<file path="src/rtl/wport_arbiter_if.sv">
// rtl/wport_arbiter_if.sv - request/grant and write-port bundle for the register-file write arbiter
interface wport_arbiter_if #(
  parameter int n = 32
);
  logic [3:0]   req;
  logic [4:0]   addr0;
  logic [4:0]   addr1;
  logic [4:0]   addr2;
  logic [4:0]   addr3;
  logic [n-1:0] data0;
  logic [n-1:0] data1;
  logic [n-1:0] data2;
  logic [n-1:0] data3;
  logic [3:0]   ack;
  logic [31:0]  we;
  logic [n-1:0] wdata;
  logic [1:0]   grant_id;
  logic         busy;

  modport master (
    output req, addr0, addr1, addr2, addr3, data0, data1, data2, data3,
    input  ack, we, wdata, grant_id, busy
  );

  modport slave (
    input  req, addr0, addr1, addr2, addr3, data0, data1, data2, data3,
    output ack, we, wdata, grant_id, busy
  );
endinterface

</file>
<file path="src/rtl/wport_arbiter.sv">
// rtl/wport_arbiter.sv - 4-way arbiter for a 32-entry register-file write port; WPORT_ARB_RR_EN selects round-robin over fixed priority
module wport_arbiter #(
  parameter int n = 32
) (
  input logic            clk,
  input logic            reset_n,
  wport_arbiter_if.slave bus
);
  logic [3:0]   ack_q;
  logic [31:0]  we_q;
  logic [n-1:0] wdata_q;
  logic [1:0]   gid_q;

  logic [3:0]   elig;
  logic [1:0]   win;
  logic         win_valid;
  logic [4:0]   win_addr;
  logic [n-1:0] win_data;

`ifdef WPORT_ARB_RR_EN
  logic [1:0]   ptr;
`endif

  always_comb begin
    // a requester acked this cycle is still holding req; it must not win twice
    elig      = bus.req & ~ack_q;
    win_valid = |elig;
    win       = '0;
`ifdef WPORT_ARB_RR_EN
    for (int k = 3; k >= 0; k--) begin
      if (elig[ptr + 2'(k)]) win = ptr + 2'(k);
    end
`else
    for (int k = 3; k >= 0; k--) begin
      if (elig[k]) win = 2'(k);
    end
`endif
    case (win)
      2'd0:    begin win_addr = bus.addr0; win_data = bus.data0; end
      2'd1:    begin win_addr = bus.addr1; win_data = bus.data1; end
      2'd2:    begin win_addr = bus.addr2; win_data = bus.data2; end
      default: begin win_addr = bus.addr3; win_data = bus.data3; end
    endcase
  end

  always_ff @(posedge clk or negedge reset_n) begin
    if (!reset_n) begin
      ack_q   <= '0;
      we_q    <= '0;
      wdata_q <= '0;
      gid_q   <= '0;
`ifdef WPORT_ARB_RR_EN
      ptr     <= '0;
`endif
    end else begin
      ack_q <= win_valid ? (4'b0001 << win) : 4'b0000;
      // register 0 is read-only: the write is acked but never enabled
      we_q  <= (win_valid && win_addr != 5'd0) ? (32'd1 << win_addr) : 32'd0;
      if (win_valid) begin
        wdata_q <= win_data;
        gid_q   <= win;
`ifdef WPORT_ARB_RR_EN
        ptr     <= win + 2'd1;
`endif
      end
    end
  end

  assign bus.ack      = ack_q;
  assign bus.we       = we_q;
  assign bus.wdata    = wdata_q;
  assign bus.grant_id = gid_q;
  assign bus.busy     = |(elig & ~(4'b0001 << win));
endmodule

</file>
<file path="src/flat_wrapper.sv">
// flat-port wrapper written by rule: the top's interface ports become plain ports
module wport_arbiter_flat 
#(
  parameter int n = 32
)
  (clk, reset_n, bus_req, bus_addr0, bus_addr1, bus_addr2, bus_addr3, bus_data0, bus_data1, bus_data2, bus_data3, bus_ack, bus_we, bus_wdata, bus_grant_id, bus_busy);
  wport_arbiter_if #(.n(n)) bus_i ();
  input logic clk;
  input logic reset_n;
  input wire logic [$bits(bus_i.req)-1:0] bus_req;
  input wire logic [$bits(bus_i.addr0)-1:0] bus_addr0;
  input wire logic [$bits(bus_i.addr1)-1:0] bus_addr1;
  input wire logic [$bits(bus_i.addr2)-1:0] bus_addr2;
  input wire logic [$bits(bus_i.addr3)-1:0] bus_addr3;
  input wire logic [$bits(bus_i.data0)-1:0] bus_data0;
  input wire logic [$bits(bus_i.data1)-1:0] bus_data1;
  input wire logic [$bits(bus_i.data2)-1:0] bus_data2;
  input wire logic [$bits(bus_i.data3)-1:0] bus_data3;
  output wire logic [$bits(bus_i.ack)-1:0] bus_ack;
  output wire logic [$bits(bus_i.we)-1:0] bus_we;
  output wire logic [$bits(bus_i.wdata)-1:0] bus_wdata;
  output wire logic [$bits(bus_i.grant_id)-1:0] bus_grant_id;
  output wire logic [$bits(bus_i.busy)-1:0] bus_busy;
  assign bus_i.req = bus_req;
  assign bus_i.addr0 = bus_addr0;
  assign bus_i.addr1 = bus_addr1;
  assign bus_i.addr2 = bus_addr2;
  assign bus_i.addr3 = bus_addr3;
  assign bus_i.data0 = bus_data0;
  assign bus_i.data1 = bus_data1;
  assign bus_i.data2 = bus_data2;
  assign bus_i.data3 = bus_data3;
  assign bus_ack = bus_i.ack;
  assign bus_we = bus_i.we;
  assign bus_wdata = bus_i.wdata;
  assign bus_grant_id = bus_i.grant_id;
  assign bus_busy = bus_i.busy;
  wport_arbiter #(.n(n)) u_core (.clk(clk), .reset_n(reset_n), .bus(bus_i));
endmodule
</file>
<file path="config.mk">
export PLATFORM = sky130hd
export DESIGN_NAME = wport_arbiter_flat
export DESIGN_NICKNAME = d
export VERILOG_FILES = /design/src/rtl/wport_arbiter_if.sv /design/src/rtl/wport_arbiter.sv /design/src/flat_wrapper.sv
export SDC_FILE = /design/constraint.sdc
export NUM_CORES = 1
export LEC_CHECK = 0
export CORE_AREA = 2 2 113 71
export CTS_BUF_LIST = sky130_fd_sc_hd__clkbuf_4 sky130_fd_sc_hd__clkbuf_8 sky130_fd_sc_hd__clkbuf_16
export DETAILED_ROUTE_END_ITERATION = 6
export DIE_AREA = 0 0 115 73
export DONT_BUFFER_PORTS = 1
export GPL_ROUTABILITY_DRIVEN = 0
export GPL_TIMING_DRIVEN = 0
export SYNTH_ARGS = -nofsm -noshare
export SYNTH_HDL_FRONTEND = slang
export SYNTH_SLANG_ARGS = --single-unit
</file>
<file path="constraint.sdc">
create_clock -name clk -period 2.6 [get_ports clk]
set_input_delay 0.52 -clock clk [delete_from_list [all_inputs] [get_ports clk]]
set_output_delay 0.52 -clock clk [all_outputs]
set_load 0.05 [all_outputs]
</file>
==> reports/metrics.cfg, run 1 <==
[status]
status=finished, violations left
violations=design-rule violations

[timing]
drv_slew=0
final.setup_skew_ns=0.00684
setup_tns_ns=0
slew_headroom=0.508
worst_pin_slew_ns=0.735
rsz0062_at_grt=true
worst_slack_ns=0.114
clock.fmax_mhz=402
finalHoldViolCount=0
period_needed_ns=2.49
fin_crit_sh=0.956
setup_viol=0

[logic_synthesis]
avgSynthCellArea_um2=10.1
synth_edf_count=0
synthTopCellsByArea=dfrtp_1, a222oi_1, nand2b_1
yosys_warnings=0
yosysSeqAreaShare=0.484
syn-num-nets=512
yosys.cell_count.top_type=dfrtp_1
synth_cells=358
synthFlopType=dfrtp_1
ys_top_cells_by_count=dfrtp_1, nor2_1, nand2b_1
ys_seq_elements=70
synth.cell_area_um2=3620
yosys.area.top_type_share=0.484
yosysUniqueCellTypes=40
async_flop_share=1.00
yosys.area.top_type=dfrtp_1

[detailed_routing]
wirelength_mm=11.5
via_per_inst=6.50
ant_nets=0
dr.pass1.iters=7
dr.first_iter.drc_count=339
wl_per_cell_um=24.5
drc=15
vias=3053

[clock_network]
cts_buffers=9
clock-root-buffer=clkbuf_16
cts_buffer_depth=2
clock-sinks=70
htreeDepth=3
tritoncts=yes
clk_latency_ns=0.33
path_clk_slew_ns=0.06

[power]
p_leak_nw=1.66
ir_worst_vdd_v=0.000411
powerDensity_nw_per_um2=845

[global_route]
grt_max_degree=71
grt_pass1_wl_mm=17.4
antenna_found_initial=0
grt_pass1_vias=3151
grt_usage=0.278
grt_overflow_total=0

[worst_setup_path]
arrival_ns=2.71
crit_buf_inv=1
cp_max_fo=10
cpLargestDelayFamily=simple AND/OR/NAND/NOR gates
crit_type=reg2reg
end_kind=flip-flop
worstSetupStartpointType=flip-flop
reg2reg_from=u_core.bus.ack[1]$_DFF_PN0_
slowest_stage=dfrtp_2
reg2regPathDepth=6
r2r_end=u_core.bus.we[15]$_DFF_PN0_
max_stage_delay_ns=0.55
reg2reg_slack_ns=0.11
cp_cell_sequence=nand2b_1 -> nand4_1 -> clkbuf_2 -> or2_1 -> a211o_2 -> nor4_2
required_ns=2.82

[final_layout]
diodes=0
drive_gt1_frac=0.186
area_growth_pct=12.7
nNetsFinal=525

[floorplanning]
core_um2=7510
die_area_um2=8400
die_y_um=73
start_util=0.482
rows=25
die_x_um=115
ios=225

[hold_path]
hp-class=in2async

[placed_design]
io_buffers=0
dp_hpwl_mm=8.73
pre_cts_ws_ns=-0.130

[job]
maxCapViolCount=0

## final cells by class
type / count / area, µm²
buffer: 33 / 170
inverter: 2 / 7.51
fill: 692 / 3430
timing repair buffer: 2 / 35.0
sequential: 70 / 1760
clock inverter: 6 / 37.5
multi-input combinational: 253 / 1710
tap: 94 / 118
clock buffer: 10 / 239
## metrics by stage
step / cell area [µm²] / utilization / std cells / power (mW) / hold WS (ns)
floorplan: 3620 / - / 358 / 2.14 / 0.224
global placement: 3740 / 0.498 / 452 / 2.28 / 0.226
detailed placement: 3740 / 0.498 / 452 / 2.29 / 0.226
CTS: 4060 / 0.540 / 469 / 3.46 / 0.0799
global route: 4080 / 0.543 / 470 / 3.59 / 0.0909
finish: 4080 / 0.543 / 470 / 3.44 / 0.0517
## metal layers
metal  global-route usage  vias to the layer above  routed length (µm)
met2                0.446                      168                5420
li1                     -                     1382                   -
met5                    0                        -                   0
met3               0.0922                       10                1160
met1                0.368                     1493                4830
met4               0.0643                        0                 122
## state kept, by name (all words and copies together), names as in the netlist
signal               cells
u_core.bus.wdata        32
u_core.bus.ack           4
u_core.bus.we           32
u_core.bus.grant_id      2
## how the worst max path moves through the flow
stage,startpoint,to,slack [ns],cells after the start
2_1_floorplan,u_core.bus.ack[2]$_DFF_PN0_,bus_busy,0.20,4
3_3_place_gp,u_core.bus.ack[1]$_DFF_PN0_,u_core.bus.wdata[23]$_DFFE_PN0P_,-0.12,6
3_5_place_dp,u_core.bus.ack[2]$_DFF_PN0_,bus_busy,-0.13,4
4_1_cts,u_core.bus.ack[2]$_DFF_PN0_,u_core.bus.wdata[17]$_DFFE_PN0P_,0.03,6
5_1_grt,u_core.bus.ack[1]$_DFF_PN0_,u_core.bus.we[5]$_DFF_PN0_,-0.02,7
6_report,u_core.bus.ack[1]$_DFF_PN0_,u_core.bus.we[15]$_DFF_PN0_,0.11,6
## cell families (layout without fill, tap and decap cells)
kind of cell / count (synthesis) / after routing / share of synthesized area
buffers and inverters: 35 / 53 / 0.0463
flip-flops: 70 / 70 / 0.484
AO/OA/AOI/OAI: 88 / 88 / 0.216
other: 1 / 1 / 0.00104
AND/OR/NAND/NOR: 164 / 164 / 0.253
## cell usage in the layout, fill, tap and decap left out, drive strengths merged, types with 5 or more instances in the layout
| cell type | count |
|---|---|
| dfrtp | 70 |
| nor2 | 42 |
| nand2b | 40 |
| nand2 | 35 |
| a222oi | 34 |
| o31ai | 33 |
| clkbuf | 32 |
| nor3 | 17 |
| nor4 | 16 |
| buf | 13 |
| o211ai | 5 |
| or2 | 5 |
## power breakdown
group	leakage (nW)	switching (mW)	internal (mW)
sequential	0.898	0.527	1.20
combinational	0.629	0.374	0.211
clock	0.130	0.463	0.666
## timing repair
| item | CTS | global route |
|---|---|---|
| setup buffers | 0 | 1 |
| setup endpoints to repair | 38 | 53 |
| hold buffers | 1 | 0 |
| pin swaps | 0 | 1 |
| endpoints found under the hold margin | 70 | 0 |
| gates resized for setup | 9 | 10 |
No activity file was read; power rests on OpenSTA's default activity.
==> run 2, diff against run 1 <==
Settings changed: RECOVER_POWER from default to 25.
==> reports/metrics.cfg, run 2 (same netlist as run 1, synthesis figures left out) <==
[status]
status=finished, violations left  ; unchanged
violations=design-rule violations, max-capacitance violations, max-slew violations  ; was design-rule violations

[detailed_routing]
wl_per_cell_um=24.5  ; about the same
wirelength_mm=11.5  ; about the same
via_per_inst=6.54  ; was 6.50
ant_nets=0  ; unchanged
dr.pass1.iters=7  ; unchanged
vias=3076  ; was 3,053
drc=3  ; was 15
dr.first_iter.drc_count=316  ; was 339

[timing]
fin_crit_sh=0.949  ; was 0.956
rsz0062_at_grt=true  ; unchanged
clock.fmax_mhz=405  ; was 402 MHz
final.setup_skew_ns=0.00494  ; was 0.00684 ns
hold_slack_ns=0.364  ; was 0.0517 ns
worst_pin_slew_ns=1.76  ; was 0.735 ns
finalHoldViolCount=0  ; unchanged
slew_headroom=-0.176  ; was 0.508
worst_slack_ns=0.133  ; was 0.114 ns
drv_slew=71  ; was 0
setup_viol=0  ; unchanged
period_needed_ns=2.47  ; was 2.49 ns

[final_layout]
seqCellArea_um2=1760  ; unchanged
diodes=0  ; unchanged
multi_input_area_um2=1710  ; unchanged
layout_commonest_cell=dfrtp_1  ; unchanged
nNetsFinal=525  ; unchanged
final_area_um2=4060  ; was 4080 µm²
area_growth_pct=12.1  ; was 12.7%
drive_gt1_frac=0.186  ; unchanged
fillers=695  ; was 692
fin_cells=470  ; unchanged
final_cell_mix=dfrtp_1, nand2b_1, nor2_1, nand2_1, a222oi_1  ; unchanged

[clock_network]
clock-sinks=70  ; unchanged
cts_buffers=9  ; unchanged
clock-root-buffer=clkbuf_16  ; unchanged
htreeDepth=3  ; unchanged
tritoncts=yes  ; unchanged
path_clk_slew_ns=0.06  ; about the same
cts_buffer_depth=2  ; unchanged
clk_latency_ns=0.33  ; about the same

[worst_setup_path]
crit_type=reg2reg  ; unchanged
worstSetupStartpointType=flip-flop  ; unchanged
cp_cell_sequence=nand2b_1 -> nand4_1 -> clkbuf_2 -> or2_1 -> a211o_2 -> nor4_2  ; unchanged
end_kind=flip-flop  ; unchanged
crit_end=u_core.bus.we[15]$_DFF_PN0_  ; unchanged
reg2regPathDepth=6  ; unchanged
slowest_stage=dfrtp_2  ; unchanged
crit_cells=6  ; unchanged
critPathLaunch=u_core.bus.ack[1]$_DFF_PN0_  ; unchanged
arrival_ns=2.69  ; was 2.71 ns
r2r_end=u_core.bus.we[15]$_DFF_PN0_  ; unchanged
reg2reg_slack_ns=0.13  ; was 0.11 ns
cpLargestDelayFamily=simple AND/OR/NAND/NOR gates  ; unchanged
crit_buf_inv=1  ; unchanged
max_stage_delay_ns=0.55  ; about the same
cp_max_fo=10  ; unchanged
reg2reg_from=u_core.bus.ack[1]$_DFF_PN0_  ; unchanged
required_ns=2.82  ; about the same

[global_route]
grt_usage=0.278  ; unchanged
grt_pass1_vias=3151  ; unchanged
grt_overflow_total=0  ; unchanged
grt_pass1_wl_mm=17.4  ; unchanged
grt_max_degree=71  ; unchanged
antenna_found_initial=0  ; unchanged

[placed_design]
io_buffers=0  ; unchanged
pre_cts_ws_ns=-0.130  ; unchanged
dp_hpwl_mm=8.73  ; unchanged
dp_cells=452  ; unchanged
dpl-instance-area_um2=3740  ; unchanged

[power]
comb_power_share=0.169  ; was 0.170
finalPower_mw=3.44  ; about the same
netSwitchingFraction=0.396  ; about the same
ir_worst_vdd_v=0.000408  ; was 0.000411 V
powerDensity_nw_per_um2=848  ; was 845 nW/µm²
p_switching_mw=1.36  ; about the same
power.internal_mw=2.08  ; about the same
p_leak_nw=1.65  ; was 1.66 nW
clockPowerShare=0.328  ; about the same
seqPwrFrac=0.503  ; was 0.502

[floorplanning]
die_y_um=73  ; unchanged
rows=25  ; unchanged
start_util=0.482  ; unchanged
ios=225  ; unchanged
die_area_um2=8400  ; unchanged
die_x_um=115  ; unchanged
core_um2=7510  ; unchanged

[hold_path]
hp-class=in2reg  ; was in2async

[job]
maxCapViolCount=1  ; was 0

run 2: cell count changes in the layout (fill, tap and decap cells not counted), sizes merged:
cell,change
buf,-1
clkbuf,+1
run 2: cell type report:
class                   instances  share of cell area
plain buffers                  33              0.0420
inverters                       2             0.00185
clock buffers                  10              0.0589
well taps                      94              0.0290
flip-flops and latches         70               0.433
clock inverters                 6             0.00926
multi-input cells             253               0.423
repair buffers                  2             0.00309
run 2: timing repair:
item | CTS | global route
resized for setup | 9 | 10
pin swaps | 0 | 1
hold endpoints to repair | 70 | 0
setup endpoints to repair | 38 | 53
hold buffers | 1 | 0
buffers inserted | 0 | 1
run 2: metrics by stage:
stage                     utilization  setup TNS [ns]
after floorplan                     -               0
after global placement          0.498           -2.95
after detailed placement        0.498           -2.55
after CTS                       0.540               0
after global routing            0.540         -0.0430
final                           0.540               0
run 2: routing by layer:
metal / share of wire / GRT usage
met4: 0.013 / 0.0643
met2: 0.47 / 0.446
met5: 0 / 0
met1: 0.42 / 0.368
met3: 0.098 / 0.0922
run 2: worst min-delay path by stage:
| stage | start | endpoint | slack (ns) | cells past startpoint |
|---|---|---|---|---|
| 6_report | bus_req[2] | u_core.bus.ack[2]$_DFF_PN0_ | 0.36 | 2 |
| 5_1_grt | bus_req[2] | u_core.bus.ack[2]$_DFF_PN0_ | 0.37 | 2 |
| 4_1_cts | reset_n | u_core.bus.wdata[7]$_DFFE_PN0P_ | 0.08 | 1 |
| 3_5_place_dp | reset_n | u_core.bus.wdata[7]$_DFFE_PN0P_ | 0.23 | 0 |
| 3_3_place_gp | reset_n | u_core.bus.wdata[7]$_DFFE_PN0P_ | 0.23 | 0 |
| 2_1_floorplan | reset_n | u_core.bus.ack[0]$_DFF_PN0_ | 0.22 | 0 |
run 2: power by group through the flow:
stage,combinational (mW),clock (mW),sequential [mW]
after detailed placement,0.544,0,1.75
final,0.581,1.13,1.73
after global routing,0.645,1.19,1.74
after floorplan,0.426,0,1.72
after CTS,0.577,1.16,1.73
after global placement,0.528,0,1.75
run 2: worst reg2reg max path: cells and delay by family, from the launching register on:
family	cells	cell delay [ns]
AND/OR/NAND/NOR	4	1.08
flip-flops	1	0.55
AO/OA/AOI/OAI	1	0.45
buffers and inverters	1	0.29
==> run 3, diff against run 2 <==
Settings changed: PLACE_DENSITY from default to 0.67.
Clock period 2.6 ns to 2.1 ns, I/O delays scaled along.
==> reports/metrics.cfg, run 3 (same netlist as run 1, synthesis figures left out) <==
[worst_setup_path]
required_ns=2.34  ; was 2.82 ns
crit_type=reg2reg  ; unchanged
cp_max_fo=10  ; unchanged
worstSetupStartpointType=flip-flop  ; unchanged
arrival_ns=2.49  ; was 2.69 ns
end_kind=flip-flop  ; unchanged

[clock_network]
cts_buffer_depth=2  ; unchanged
htreeDepth=3  ; unchanged
clock-sinks=70  ; unchanged
path_clk_slew_ns=0.06  ; about the same
clk_latency_ns=0.33  ; about the same
tritoncts=yes  ; unchanged
clock-root-buffer=clkbuf_16  ; unchanged
cts_buffers=9  ; unchanged

[power]
p_leak_nw=1.92  ; was 1.65 nW
p_switching_mw=1.83  ; was 1.36 mW
ir_worst_vdd_v=0.000421  ; was 0.000408 V
comb_power_share=0.211  ; was 0.169
netSwitchingFraction=0.383  ; was 0.396
clockPowerShare=0.340  ; was 0.328
power.internal_mw=2.95  ; was 2.08 mW
powerDensity_nw_per_um2=1020  ; was 848 nW/µm²
seqPwrFrac=0.448  ; was 0.503

[timing]
fin_crit_sh=1.07  ; was 0.949
period_needed_ns=2.26  ; was 2.47 ns
slew_headroom=0.354  ; was -0.176
hold_slack_ns=0.288  ; was 0.364 ns
clock.fmax_mhz=443  ; was 405 MHz
setup_viol=48  ; was 0
rsz0062_at_grt=true  ; unchanged
drv_slew=0  ; was 71
worst_pin_slew_ns=0.968  ; was 1.76 ns
finalHoldViolCount=0  ; unchanged
worst_slack_ns=-0.156  ; was 0.133 ns
final.setup_skew_ns=0.00540  ; was 0.00494 ns

[final_layout]
nNetsFinal=546  ; was 525
drive_gt1_frac=0.320  ; was 0.186
final_util=0.624  ; was 0.540
diodes=0  ; unchanged
final_cell_mix=dfrtp_1, nand2b_1, nor2_1, nand2_1, a222oi_1  ; unchanged
fillers=608  ; was 695
layout_commonest_cell=dfrtp_1  ; unchanged
area_growth_pct=29.5  ; was 12.1%

[global_route]
grt_overflow_total=0  ; unchanged
grt_pass1_wl_mm=17.8  ; was 17.4 mm
grt_pass1_vias=3198  ; was 3,151
antenna_found_initial=0  ; unchanged
grt_usage=0.285  ; was 0.278
grt_max_degree=71  ; unchanged

[detailed_routing]
dr.first_iter.drc_count=334  ; was 316
ant_nets=0  ; unchanged
wirelength_mm=12.4  ; was 11.5 mm
drc=0  ; was 3
vias=3319  ; was 3,076
dr.pass1.iters=5  ; was 7
wl_per_cell_um=25.2  ; was 24.5 µm
via_per_inst=6.76  ; was 6.54

[floorplanning]
start_util=0.482  ; unchanged
die_y_um=73  ; unchanged
rows=25  ; unchanged
die_area_um2=8400  ; unchanged
core_um2=7510  ; unchanged
die_x_um=115  ; unchanged
ios=225  ; unchanged

[placed_design]
io_buffers=0  ; unchanged
dp_hpwl_mm=8.43  ; was 8.73 mm

[status]
status=finished, violations left  ; unchanged
violations=negative setup slack  ; was design-rule violations, max-capacitance violations, max-slew violations

[job]
maxCapViolCount=0  ; was 1

[hold_path]
hp-class=in2reg  ; unchanged

run 3: worst max-delay path, stage by stage, from the launching register on:
cell and delay (ns):
dfrtp_2 0.52, nand2b_4 0.27, nand4_1 0.23, clkbuf_8 0.25, or2_2 0.32, a21o_1 0.20
buf_6 0.16, nor4_4 0.20
run 3: metrics by stage:
stage	total power, mW	setup TNS [ns]	instance area (µm²)	instances	setup slack, ns
5_1_grt	4.95	-8.70	4690	491	-0.224
3_5_place_dp	2.84	-23.46	3740	452	-0.485
2_1_floorplan	2.66	0	3630	358	0.0400
4_1_cts	4.73	-1.55	4600	489	-0.117
6_report	4.78	-2.66	4690	491	-0.156
3_3_place_gp	2.82	-20.82	3740	452	-0.408
run 3: repair_timing:
item,4_1_cts,5_1_grt
buffers inserted,19,5
setup endpoints to repair,65,64
hold buffers,2,0
gates cloned,1,0
pin swaps,21,13
hold endpoints to repair,70,0
resized for setup,72,20
run 3: final timing paths:
path / startpoint / endpoint / slack, ns / cells after the start
max reg2reg: u_core.bus.ack[0]$_DFF_PN0_ / u_core.bus.we[9]$_DFF_PN0_ / -0.16 / 7
min: bus_data3[17] / u_core.bus.wdata[17]$_DFFE_PN0P_ / 0.29 / 2
min in group asynchronous: reset_n / u_core.bus.we[28]$_DFF_PN0_ / 0.83 / 2
max: u_core.bus.ack[0]$_DFF_PN0_ / u_core.bus.we[9]$_DFF_PN0_ / -0.16 / 7
max in group asynchronous: reset_n / u_core.bus.ack[1]$_DFF_PN0_ / 0.60 / 2
min reg2reg: u_core.bus.wdata[19]$_DFFE_PN0P_ / u_core.bus.wdata[19]$_DFFE_PN0P_ / 0.79 / 2
run 3: metal layers:
layer | part of all wire | global-route usage
met1 | 0.39 | 0.360
met2 | 0.50 | 0.483
met3 | 0.097 | 0.0656
met4 | 0.021 | 0.106
met5 | 0 | 0
run 3: layout make-up:
type / instances / area (µm²) / area share
tap: 94 / 118 / 0.0251
clock buffer: 10 / 233 / 0.0497
clock inverter: 6 / 86.3 / 0.0184
inverter: 2 / 7.51 / 0.00160
buffer: 31 / 239 / 0.0510
multi-input combinational: 253 / 2000 / 0.427
timing repair buffer: 25 / 246 / 0.0526
sequential: 70 / 1760 / 0.375
run 3: power groups by stage:
stage / combinational (mW) / sequential (mW) / clock [mW]
finish: 1.01 / 2.15 / 1.63
detailed placement: 0.670 / 2.17 / 0
CTS: 0.946 / 2.15 / 1.64
global route: 1.09 / 2.16 / 1.71
global placement: 0.653 / 2.17 / 0
floorplan: 0.528 / 2.13 / 0
